--- src/rtl/rv_multicycle_sequencer_if.sv ---
// Memory request/acknowledge bus between the sequencer (master) and a memory (slave).
// A request holds all master fields stable until the cycle the slave acknowledges it.
interface rv_multicycle_sequencer_if #(
  parameter int WORD_SIZE = 32
);
  logic                 mem_req;
  logic                 mem_we;
  logic [1:0]           mem_size;
  logic [WORD_SIZE-1:0] mem_addr;
  logic [WORD_SIZE-1:0] mem_wdata;
  logic                 mem_ack;
  logic                 mem_err;
  logic [WORD_SIZE-1:0] mem_rdata;

  modport master (
    output mem_req, mem_we, mem_size, mem_addr, mem_wdata,
    input  mem_ack, mem_err, mem_rdata
  );

  modport slave (
    input  mem_req, mem_we, mem_size, mem_addr, mem_wdata,
    output mem_ack, mem_err, mem_rdata
  );
endinterface

--- src/rtl/rv_multicycle_sequencer.sv ---
// Multicycle instruction sequencer: FETCH/DECODE/EXECUTE/MEM/WRITEBACK control with
// breakpoint/single-step pausing, MMIO store bypass, memory wait timeout and sticky HALT/ERROR.
module rv_multicycle_sequencer #(
  parameter int                   WORD_SIZE = 32,
  parameter logic [WORD_SIZE-1:0] RESET_PC  = 'h0,
  parameter logic [WORD_SIZE-1:0] MMIO_BASE = 'h0002_0000,
  parameter int                   TIMEOUT   = 255
) (
  input  logic                      clk,
  input  logic                      rst,
  rv_multicycle_sequencer_if.master mem,
  input  logic                      start,
  input  logic                      step_mode,
  input  logic                      step,
  input  logic                      bp_en,
  input  logic [WORD_SIZE-1:0]      bp_addr,
  output logic                      mmio_we,
  output logic [WORD_SIZE-1:0]      mmio_addr,
  output logic [WORD_SIZE-1:0]      mmio_wdata,
  input  logic                      decode_error,
  input  logic                      is_load,
  input  logic                      is_store,
  input  logic [1:0]                ls_size,
  input  logic [WORD_SIZE-1:0]      ls_addr,
  input  logic [WORD_SIZE-1:0]      store_data,
  input  logic [WORD_SIZE-1:0]      next_pc,
  output logic [WORD_SIZE-1:0]      instr,
  output logic                      operand_latch,
  output logic                      reg_we,
  output logic [WORD_SIZE-1:0]      load_data,
  output logic [WORD_SIZE-1:0]      pc,
  output logic [3:0]                state,
  output logic [WORD_SIZE-1:0]      retired,
  output logic                      halted,
  output logic                      error,
  output logic [1:0]                error_code
);

  typedef enum logic [3:0] {
    S_IDLE      = 4'd0,
    S_FETCH     = 4'd1,
    S_DECODE    = 4'd2,
    S_EXECUTE   = 4'd3,
    S_MEM       = 4'd4,
    S_WRITEBACK = 4'd5,
    S_PAUSE     = 4'd6,
    S_HALT      = 4'd7,
    S_ERROR     = 4'd8
  } state_e;

  state_e               state_q;
  logic [WORD_SIZE-1:0] pc_q;
  logic [WORD_SIZE-1:0] retired_q;
  logic [WORD_SIZE-1:0] instr_q;
  logic [WORD_SIZE-1:0] load_data_q;
  logic [WORD_SIZE-1:0] mem_addr_q;
  logic [WORD_SIZE-1:0] mem_wdata_q;
  logic [1:0]           mem_size_q;
  logic [1:0]           error_code_q;
  logic [7:0]           wait_q;
  logic                 mem_req_q;
  logic                 mem_we_q;
  logic                 operand_latch_q;
  logic                 reg_we_q;
  logic                 halted_q;
  logic                 error_q;
  logic                 bp_skip_q;

  logic                 mmio_store;
  logic                 mem_op;
  logic                 req_timeout;
  logic [WORD_SIZE-1:0] fetch_pc;
  logic                 bp_trap;
  logic                 enter_fetch;
  logic                 fetch_req;

  assign mmio_store  = is_store && (ls_addr >= MMIO_BASE);
  assign mem_op      = is_load || (is_store && !mmio_store);
  assign req_timeout = (int'(wait_q) + 1) >= TIMEOUT;

  // The PC a new fetch will use: WRITEBACK hands over next_pc in the same edge it commits it.
  assign fetch_pc = (state_q == S_WRITEBACK) ? next_pc : pc_q;
  assign bp_trap  = bp_en && !bp_skip_q && (fetch_pc == bp_addr);

  always_comb begin
    enter_fetch = 1'b0;
    fetch_req   = 1'b0;
    case (state_q)
      S_IDLE: begin
        enter_fetch = start;
        fetch_req   = !bp_trap;
      end
      S_WRITEBACK: begin
        enter_fetch = !step_mode;
        fetch_req   = !bp_trap;
      end
      S_PAUSE: begin
        enter_fetch = step;
        fetch_req   = 1'b1;
      end
      default: ;
    endcase
  end

  always_ff @(posedge clk) begin
    if (rst) begin
      state_q         <= S_IDLE;
      pc_q            <= RESET_PC;
      retired_q       <= '0;
      instr_q         <= '0;
      load_data_q     <= '0;
      mem_addr_q      <= '0;
      mem_wdata_q     <= '0;
      mem_size_q      <= 2'b00;
      error_code_q    <= 2'b00;
      wait_q          <= '0;
      mem_req_q       <= 1'b0;
      mem_we_q        <= 1'b0;
      operand_latch_q <= 1'b0;
      reg_we_q        <= 1'b0;
      halted_q        <= 1'b0;
      error_q         <= 1'b0;
      bp_skip_q       <= 1'b0;
    end else begin
      case (state_q)
        S_IDLE: begin
          if (start) state_q <= S_FETCH;
        end
        S_FETCH, S_MEM: begin
          if (!mem_req_q) begin
            // Only a breakpoint trap enters FETCH without a request.
            state_q <= S_PAUSE;
          end else if (mem.mem_ack) begin
            mem_req_q <= 1'b0;
            mem_we_q  <= 1'b0;
            if (mem.mem_err) begin
              state_q      <= S_ERROR;
              error_q      <= 1'b1;
              error_code_q <= 2'b10;
            end else if (state_q == S_FETCH) begin
              instr_q   <= mem.mem_rdata;
              bp_skip_q <= 1'b0;
              state_q   <= S_DECODE;
            end else begin
              if (!mem_we_q) load_data_q <= mem.mem_rdata;
              reg_we_q <= 1'b1;
              state_q  <= S_WRITEBACK;
            end
          end else if (req_timeout) begin
            mem_req_q    <= 1'b0;
            mem_we_q     <= 1'b0;
            state_q      <= S_ERROR;
            error_q      <= 1'b1;
            error_code_q <= 2'b11;
          end else begin
            wait_q <= wait_q + 8'd1;
          end
        end
        S_DECODE: begin
          if (instr_q[6:0] == 7'b111_1111) begin
            state_q  <= S_HALT;
            halted_q <= 1'b1;
          end else if (decode_error) begin
            state_q      <= S_ERROR;
            error_q      <= 1'b1;
            error_code_q <= 2'b01;
          end else begin
            state_q         <= S_EXECUTE;
            operand_latch_q <= 1'b1;
          end
        end
        S_EXECUTE: begin
          operand_latch_q <= 1'b0;
          if (mem_op) begin
            state_q     <= S_MEM;
            mem_req_q   <= 1'b1;
            mem_we_q    <= is_store;
            mem_size_q  <= ls_size;
            mem_addr_q  <= ls_addr;
            mem_wdata_q <= store_data;
            wait_q      <= '0;
          end else begin
            state_q  <= S_WRITEBACK;
            reg_we_q <= 1'b1;
          end
        end
        S_WRITEBACK: begin
          reg_we_q  <= 1'b0;
          pc_q      <= next_pc;
          retired_q <= retired_q + 1'b1;
          state_q   <= step_mode ? S_PAUSE : S_FETCH;
        end
        S_PAUSE: begin
          if (step) begin
            state_q   <= S_FETCH;
            bp_skip_q <= 1'b1;
          end
        end
        S_HALT, S_ERROR: ;
        default: begin
          state_q      <= S_ERROR;
          error_q      <= 1'b1;
          error_code_q <= 2'b00;
        end
      endcase

      if (enter_fetch) begin
        mem_req_q  <= fetch_req;
        mem_we_q   <= 1'b0;
        mem_size_q <= 2'b11;
        mem_addr_q <= fetch_pc;
        wait_q     <= '0;
      end
    end
  end

  assign mem.mem_req   = mem_req_q;
  assign mem.mem_we    = mem_we_q;
  assign mem.mem_size  = mem_size_q;
  assign mem.mem_addr  = mem_addr_q;
  assign mem.mem_wdata = mem_wdata_q;

  // MMIO stores have no handshake, so the strobe follows the EXECUTE-cycle operands directly.
  assign mmio_we    = (state_q == S_EXECUTE) && mmio_store;
  assign mmio_addr  = ls_addr;
  assign mmio_wdata = store_data;

  assign instr         = instr_q;
  assign operand_latch = operand_latch_q;
  assign reg_we        = reg_we_q;
  assign load_data     = load_data_q;
  assign pc            = pc_q;
  assign state         = state_q;
  assign retired       = retired_q;
  assign halted        = halted_q;
  assign error         = error_q;
  assign error_code    = error_code_q;

endmodule
--- src/flat_wrapper.sv ---
// flat-port wrapper written by rule: the top's interface ports become plain ports
module rv_multicycle_sequencer_flat 
#(
  parameter int                   WORD_SIZE = 32,
  parameter logic [WORD_SIZE-1:0] RESET_PC  = 'h0,
  parameter logic [WORD_SIZE-1:0] MMIO_BASE = 'h0002_0000,
  parameter int                   TIMEOUT   = 255
)
  (clk, rst, start, step_mode, step, bp_en, bp_addr, mmio_we, mmio_addr, mmio_wdata, decode_error, is_load, is_store, ls_size, ls_addr, store_data, next_pc, instr, operand_latch, reg_we, load_data, pc, state, retired, halted, error, error_code, mem_mem_req, mem_mem_we, mem_mem_size, mem_mem_addr, mem_mem_wdata, mem_mem_ack, mem_mem_err, mem_mem_rdata);
  rv_multicycle_sequencer_if #(.WORD_SIZE(WORD_SIZE)) mem_i ();
  input  logic clk;
  input  logic rst;
  input  logic start;
  input  logic step_mode;
  input  logic step;
  input  logic bp_en;
  input  logic [WORD_SIZE-1:0] bp_addr;
  output logic mmio_we;
  output logic [WORD_SIZE-1:0] mmio_addr;
  output logic [WORD_SIZE-1:0] mmio_wdata;
  input  logic decode_error;
  input  logic is_load;
  input  logic is_store;
  input  logic [1:0] ls_size;
  input  logic [WORD_SIZE-1:0] ls_addr;
  input  logic [WORD_SIZE-1:0] store_data;
  input  logic [WORD_SIZE-1:0] next_pc;
  output logic [WORD_SIZE-1:0] instr;
  output logic operand_latch;
  output logic reg_we;
  output logic [WORD_SIZE-1:0] load_data;
  output logic [WORD_SIZE-1:0] pc;
  output logic [3:0] state;
  output logic [WORD_SIZE-1:0] retired;
  output logic halted;
  output logic error;
  output logic [1:0] error_code;
  output wire logic [$bits(mem_i.mem_req)-1:0] mem_mem_req;
  output wire logic [$bits(mem_i.mem_we)-1:0] mem_mem_we;
  output wire logic [$bits(mem_i.mem_size)-1:0] mem_mem_size;
  output wire logic [$bits(mem_i.mem_addr)-1:0] mem_mem_addr;
  output wire logic [$bits(mem_i.mem_wdata)-1:0] mem_mem_wdata;
  input wire logic [$bits(mem_i.mem_ack)-1:0] mem_mem_ack;
  input wire logic [$bits(mem_i.mem_err)-1:0] mem_mem_err;
  input wire logic [$bits(mem_i.mem_rdata)-1:0] mem_mem_rdata;
  assign mem_mem_req = mem_i.mem_req;
  assign mem_mem_we = mem_i.mem_we;
  assign mem_mem_size = mem_i.mem_size;
  assign mem_mem_addr = mem_i.mem_addr;
  assign mem_mem_wdata = mem_i.mem_wdata;
  assign mem_i.mem_ack = mem_mem_ack;
  assign mem_i.mem_err = mem_mem_err;
  assign mem_i.mem_rdata = mem_mem_rdata;
  rv_multicycle_sequencer #(.WORD_SIZE(WORD_SIZE), .RESET_PC(RESET_PC), .MMIO_BASE(MMIO_BASE), .TIMEOUT(TIMEOUT)) u_core (.clk(clk), .rst(rst), .mem(mem_i), .start(start), .step_mode(step_mode), .step(step), .bp_en(bp_en), .bp_addr(bp_addr), .mmio_we(mmio_we), .mmio_addr(mmio_addr), .mmio_wdata(mmio_wdata), .decode_error(decode_error), .is_load(is_load), .is_store(is_store), .ls_size(ls_size), .ls_addr(ls_addr), .store_data(store_data), .next_pc(next_pc), .instr(instr), .operand_latch(operand_latch), .reg_we(reg_we), .load_data(load_data), .pc(pc), .state(state), .retired(retired), .halted(halted), .error(error), .error_code(error_code));
endmodule
--- config.mk ---
export PLATFORM = sky130hd
export DESIGN_NAME = rv_multicycle_sequencer_flat
export DESIGN_NICKNAME = d
export VERILOG_FILES = /design/src/rtl/rv_multicycle_sequencer_if.sv /design/src/rtl/rv_multicycle_sequencer.sv /design/src/flat_wrapper.sv
export SDC_FILE = /design/constraint.sdc
export NUM_CORES = 1
export LEC_CHECK = 0
export ABC_AREA = 1
export BUFFER_PORTS_ARGS = -buffer_cell sky130_fd_sc_hd__buf_4
export CORE_ASPECT_RATIO = 1.2
export CORE_MARGIN = 5
export CORE_UTILIZATION = 39
export CTS_BUF_LIST = sky130_fd_sc_hd__clkbuf_4 sky130_fd_sc_hd__clkbuf_8
export CTS_CLUSTER_SIZE = 8
export DETAILED_ROUTE_END_ITERATION = 6
export PLACE_DENSITY = 0.8
export SETUP_SLACK_MARGIN = 0.1
export SLEW_MARGIN = 0
export SYNTH_ARGS = -nofsm -noshare
export SYNTH_HDL_FRONTEND = slang
export SYNTH_SLANG_ARGS = --single-unit
--- constraint.sdc ---
create_clock -name clk -period 1.9 [get_ports clk]
set_input_delay 0.475 -clock clk [delete_from_list [all_inputs] [get_ports clk]]
set_output_delay 0.475 -clock clk [all_outputs]
set_load 0.02 [all_outputs]
==> results of run 1 <==
[cell usage in the layout (no fill, tap or decap), types with 10 or more instances in the layout]
cell type,netlist,routed
buf_4,69,559
nand2_1,353,290
nor2_1,308,232
dfxtp_1,215,205
inv_1,107,96
nand3_1,104,86
o21ai_0,115,76
a21oi_1,63,54
nor2_4,1,48
clkbuf_8,0,48
buf_6,1,41
nand2_2,1,39
nor2_2,7,36
o21ai_1,11,25
o21ai_2,0,25
a31oi_1,31,25
nand2_4,1,24
buf_12,0,22
nand3_2,2,16
nor3_1,22,15
nand3b_1,12,12
xor2_1,13,12
nand4_1,11,11
inv_2,9,10
clkbuf_4,0,10
[worst paths after layout]
kind	start	endpoint	cells after the start
worst max register to register	u_core.state[1]	u_core.mem.mem_addr[31]	13
worst min register to register	u_core.error_code[1]	u_core.error_code[1]	2
worst min-delay path	mem_mem_rdata[19]	u_core.instr[19]	3
worst max-delay path	u_core.state[0]	mmio_we	7
[metrics by stage]
stage	setup WS [ns]	cells
after floorplan	0.0789	1546
after global placement	-0.213	2326
after detailed placement	-0.235	2326
after CTS	-0.233	2440
after global routing	-0.250	2461
final	-0.185	2461
[sequential cells by signal, indices dropped and copies added, names as in the netlist]
| name | count |
|---|---|
| u_core.instr | 32 |
| u_core.load_data | 32 |
| u_core.mem.mem_addr | 32 |
| u_core.mem.mem_wdata | 32 |
| u_core.pc | 32 |
| u_core.retired | 32 |
| u_core.wait_q | 8 |
| u_core.state | 4 |
| u_core.error_code | 2 |
| u_core.mem.mem_size | 2 |
| u_core.bp_skip_q | 1 |
| u_core.error | 1 |
| u_core.halted | 1 |
| u_core.mem.mem_req | 1 |
| u_core.mem.mem_we | 1 |
| u_core.operand_latch | 1 |
| u_core.reg_we | 1 |
[kinds of logic (layout without fill, tap and decap cells)]
logic type               Yosys count  after routing  synth area share [%]
AND/OR/NAND/NOR                  832            832                  33.1
buffers and inverters            251            831                  11.9
AO/OA/AOI/OAI                    227            227                  11.6
flip-flops                       215            215                  41.4
XOR/XNOR                          18             18                  1.52
adder cells (fa/ha/maj)            3              3                 0.361
[critical path: stages, from the launching register on]
cell,delay (ns)
dfxtp_2,0.35
buf_6,0.13
nand2_4,0.06
nor2_4,0.10
buf_6,0.11
nand2_4,0.05
a21oi_4,0.13
buf_6,0.15
[power by group through the flow]
stage | combinational (mW) | clock, mW | sequential (mW)
after floorplan | 2.21 | 0 | 5.60
after global placement | 4.56 | 0 | 5.27
after detailed placement | 4.61 | 0 | 5.28
after CTS | 6.05 | 4.98 | 5.23
after global routing | 7.54 | 5.18 | 5.33
final | 7.10 | 4.88 | 5.29
[area by class of cell]
type | count | area [sq um]
Fill cell | 2093 | 8450
Multi-Input combinational cell | 1080 | 6020
Timing Repair Buffer | 645 | 5620
Sequential cell | 215 | 4320
Clock buffer | 58 | 736
Inverter | 116 | 510
Tap cell | 335 | 419
Clock inverter | 8 | 123
Timing Repair inverter | 4 | 77.6
[what timing repair did]
item                       CTS  global route
hold buffers                 0             0
buffers inserted            34            18
setup endpoints to repair   82           163
cloned                      14             8
gates resized for setup    189           277
pin swaps                   35            97
[routing by layer]
| layer | vias up | wire length (um) | part of all wire [%] | track usage (%) |
|---|---|---|---|---|
| met5 | - | 20 | 0.043 | 0 |
| met4 | 2 | 2000 | 4.3 | 11.4 |
| met3 | 138 | 3790 | 8.2 | 7.55 |
| met2 | 649 | 23600 | 51 | 48.5 |
| met1 | 6002 | 16700 | 36 | 29.7 |
| li1 | 6021 | - | - | - |
==> flow_summary.yaml, run 1 <==
power:
  p_int_mw: 11.0
  p_leak_nw: 8.29
  p_clk_share_pct: 28.3
  power.share.combinational_pct: 41.1
  power_density_mw_per_mm2: 969
  peakVddDrop_uv: 665
  p_sw_share_pct: 36.1
  seq_power_share_pct: 30.6
  p_total_mw: 17.3
  p_sw_mw: 6.23
floorplan:
  die_y_um: 189
  die_w_um: 159
  ioPinCount: 444
  dieArea_sq_mm: 0.0300
  coreArea_sq_mm: 0.0263
  start_util_pct: 39.5
  num_rows: 65
detailed_routing:
  wl_um: 46000
  first_pass_iters: 5
  wl_per_cell_um: 18.7
  drt_iter0_drc: 658
  vias: 12800
  drc: 0
  vias_per_cell: 5.21
  drtAntennaViolNets: 0
synthesis:
  avgSynthCellArea_sq_um: 6.72
  yosys_register_bits: 215
  synthArstFlopShare_pct: 0
  ys_types: 36
  synthesis.nets: 1722
  synth_largest_area_cell: "dfxtp_1"
  synth_edf_count: 0
  synthCells: 1546
  synth_common_cells: "nand2_1, nor2_1, dfxtp_1"
  yosys_warnings: 0
  ys_seq_area_share_pct: 41.4
  synth_most_common_cell: "nand2_1"
  yosys-top-cells-area: "dfxtp_1, nand2_1, nor2_1"
  synth-main-ff-cell: "dfxtp_1"
  synth_top_cell_area_share_pct: 41.4
  syn_area_sq_mm: 0.0104
timing:
  worstMarginPinSlew_ns: 0.581
  hold_viol: 0
  fmax_mhz: 480
  finalCriticalPeriod_ns: 2.09
  fin_crit_sh_pct: 110
  fin_setup_tns_ns: -5.90
  slew_headroom_pct: 61.2
  hold_slack_ns: 0.168
  setup_viol: 86
  slew_violations: 0
  clock_skew_ns: 0.0197
  rsz0062_at_grt: "yes"
  fin_ws_ns: -0.185
worst_setup_path:
  arrival_ns: 1.61
  startpoint_type: "register"
  cp-end-kind: "primary output"
  rrSetupSlack_ns: -0.17
  worstPathMaxFanout: 6
  criticalPathCategory: "reg2out"
  critPathRequiredTime_ns: 1.42
layout:
  diodes: 0
  syn2layout_area_growth_pct: 71.6
  design_area_sq_mm: 0.0178
  drive_gt1_share_pct: 45.9
  nets: 2276
  final_util_pct: 67.8
global_route:
  grt_usage_pct: 27.0
  grt_pass1_wl_um: 66600
  grt_pass1_vias: 12300
  antenna_found_initial: 1
  grt_overflow: 0
  grt_max_degree: 78
clock_tree:
  cts_buffers: 38
  clockRootBuffer: "clkbuf_8"
  cts_sinks: 215
  cts_tree: "done"
  htree_levels: 2
  clk_pin_slew_ns: 0.06
  worstSkewPairLatency_ns: 0.54
  cts_buffer_depth: 3
place:
  place_area_sq_mm: 0.0145
  dp_hpwl_um: 31400
  io_buffers: 443
  place.gp.congestion: 0.966
job:
  drv_cap: 0
run_status:
  status: "complete, but fails checks"
  violations: "negative setup slack"
hold_path:
  hold_class: "in2reg"
No activity file was read; power rests on OpenSTA's default activity.
==> inputs of run 2 (changes only) <==
==> constraint.sdc (replaced) <==
create_clock -name clk -period 1.9 [get_ports clk]
set_input_delay 0.38 -clock clk [delete_from_list [all_inputs] [get_ports clk]]
set_output_delay 0.38 -clock clk [all_outputs]
set_load 0.02 [all_outputs]
==> run 2 against run 1 <==
The flow still finishes with violations (negative setup slack). Non-clock buffer count increased by 13. Largest cell class unchanged. Routed wire length increased by 4.1%. Sequential power about the same. Maximum frequency shrank 0.38%. Combinational power decreased by 8.6%.
==> flow_summary.yaml, run 2 (same netlist as run 1, synthesis figures left out) <==
timing:
  fin_crit_sh_pct: 110
  fin_ws_ns: -0.193
  fmax_mhz: 478
  setup_viol: 80
  slew_headroom_pct: 52.7
  hold_viol: 0
  clock_skew_ns: 0.0285
  finalCriticalPeriod_ns: 2.09
  slew_violations: 0
  hold_slack_ns: 0.0886
  worstMarginPinSlew_ns: 0.709
  fin_setup_tns_ns: -5.54
  rsz0062_at_grt: "yes"
floorplan:
  num_rows: 65
  die_w_um: 159
  coreArea_sq_mm: 0.0263
  die_y_um: 189
  dieArea_sq_mm: 0.0300
  ioPinCount: 444
  start_util_pct: 39.5
worst_setup_path:
  startpoint_type: "register"
  worstPathCellList: "inv_2, nor2_4, buf_6, buf_12, nand3b_1, nand3_1, nand2_1, nor2_1, nand2_1, nor2_2, nand3_2, o21bai_4, nor2_1"
  crit_slowest_cell: "dfxtp_4"
  cp-end-kind: "register"
  crit_buf_inv: 3
  max_stage_delay_ns: 0.39
  critPathRequiredTime_ns: 2.33
  worstPathMaxFanout: 11
  arrival_ns: 2.52
  criticalPathCategory: "reg2reg"
  crit_family: "simple AND/OR/NAND/NOR gates"
place:
  pre_cts_ws_ns: -0.485
  io_buffers: 443
  dp_hpwl_um: 31400
  place_area_sq_mm: 0.0145
  post-place-cells: 2335
  place.gp.congestion: 0.940
detailed_routing:
  drtAntennaViolNets: 0
  wl_um: 47900
  drt_iter0_drc: 1050
  vias: 13100
  wl_per_cell_um: 19.4
  drc: 0
  first_pass_iters: 6
  vias_per_cell: 5.31
hold_path:
  hold_class: "in2reg"
layout:
  drive_gt1_share_pct: 44.4
  fin_cells: 2466
  layout_commonest_cell: "buf_4"
  syn2layout_area_growth_pct: 69.2
  diodes: 0
  nets: 2285
  design_area_sq_mm: 0.0176
  final_cell_mix: "buf_4, nand2_1, nor2_1"
global_route:
  grt_overflow: 0
  grt_max_degree: 70
  grt_usage_pct: 26.9
  antenna_found_initial: 0
  grt_pass1_wl_um: 66300
  grt_pass1_vias: 12300
clock_tree:
  clockRootBuffer: "clkbuf_8"
  htree_levels: 2
  cts_sinks: 215
  cts_buffers: 37
  cts_hold_buf: 0
  worstSkewPairLatency_ns: 0.53
  cts_buffer_depth: 3
  cts_tree: "done"
  clk_pin_slew_ns: 0.06
run_status:
  status: "complete, but fails checks"
  violations: "negative setup slack"
power:
  peakVddDrop_uv: 653
  power_density_mw_per_mm2: 929
  p_leak_nw: 8.28
job:
  drv_cap: 0
[run 2: worst min-delay path: stages]
cell and delay, ns:
buf_4 0.09, nor2_1 0.04, nor2_1 0.07
[run 2: stage by stage]
stage,util [%],power [mW]
after floorplan,-,7.81
after global placement,55.4,9.98
after detailed placement,55.4,10.1
after CTS,62.4,15.4
after global routing,66.9,17.0
final,66.9,16.3
[run 2: where the power goes]
| part | internal (mW) | switching [mW] |
|---|---|---|
| clock | 2.59 | 1.95 |
| combinational | 2.92 | 3.57 |
| sequential | 4.92 | 0.380 |
[run 2: path summary, 6_finish.rpt]
check	cells past startpoint	end	from	slack, ns
setup / recovery	13	u_core.mem.mem_req	u_core.state[0]	-0.19
setup reg to reg	13	u_core.mem.mem_req	u_core.state[0]	-0.19
hold reg to reg	2	u_core.mem.mem_wdata[18]	u_core.mem.mem_wdata[18]	0.47
hold / removal	3	u_core.instr[23]	mem_mem_rdata[23]	0.09
[run 2: final cells by class]
cell class / count / area, sq um
timing repair buffer: 658 / 5720
fill: 2018 / 8690
timing repair inverter: 1 / 8.76
tap: 335 / 419
clock buffer: 57 / 697
clock inverter: 4 / 73.8
inverter: 116 / 487
sequential: 215 / 4320
multi-input combinational: 1080 / 5850
[run 2: timing repair]
item | in CTS | in global routing
resized for setup | 206 | 203
setup buffers | 23 | 25
setup endpoints to repair | 95 | 152
pin swaps | 48 | 109
cloned | 10 | 14
[run 2: layer usage]
metal	part of all wire, %	track usage (%)	up-vias
li1	-	-	6041
met1	35	30.1	6093
met2	50	47.3	787
met3	9.4	7.46	185
met4	5.8	12.7	0
met5	0	0	-
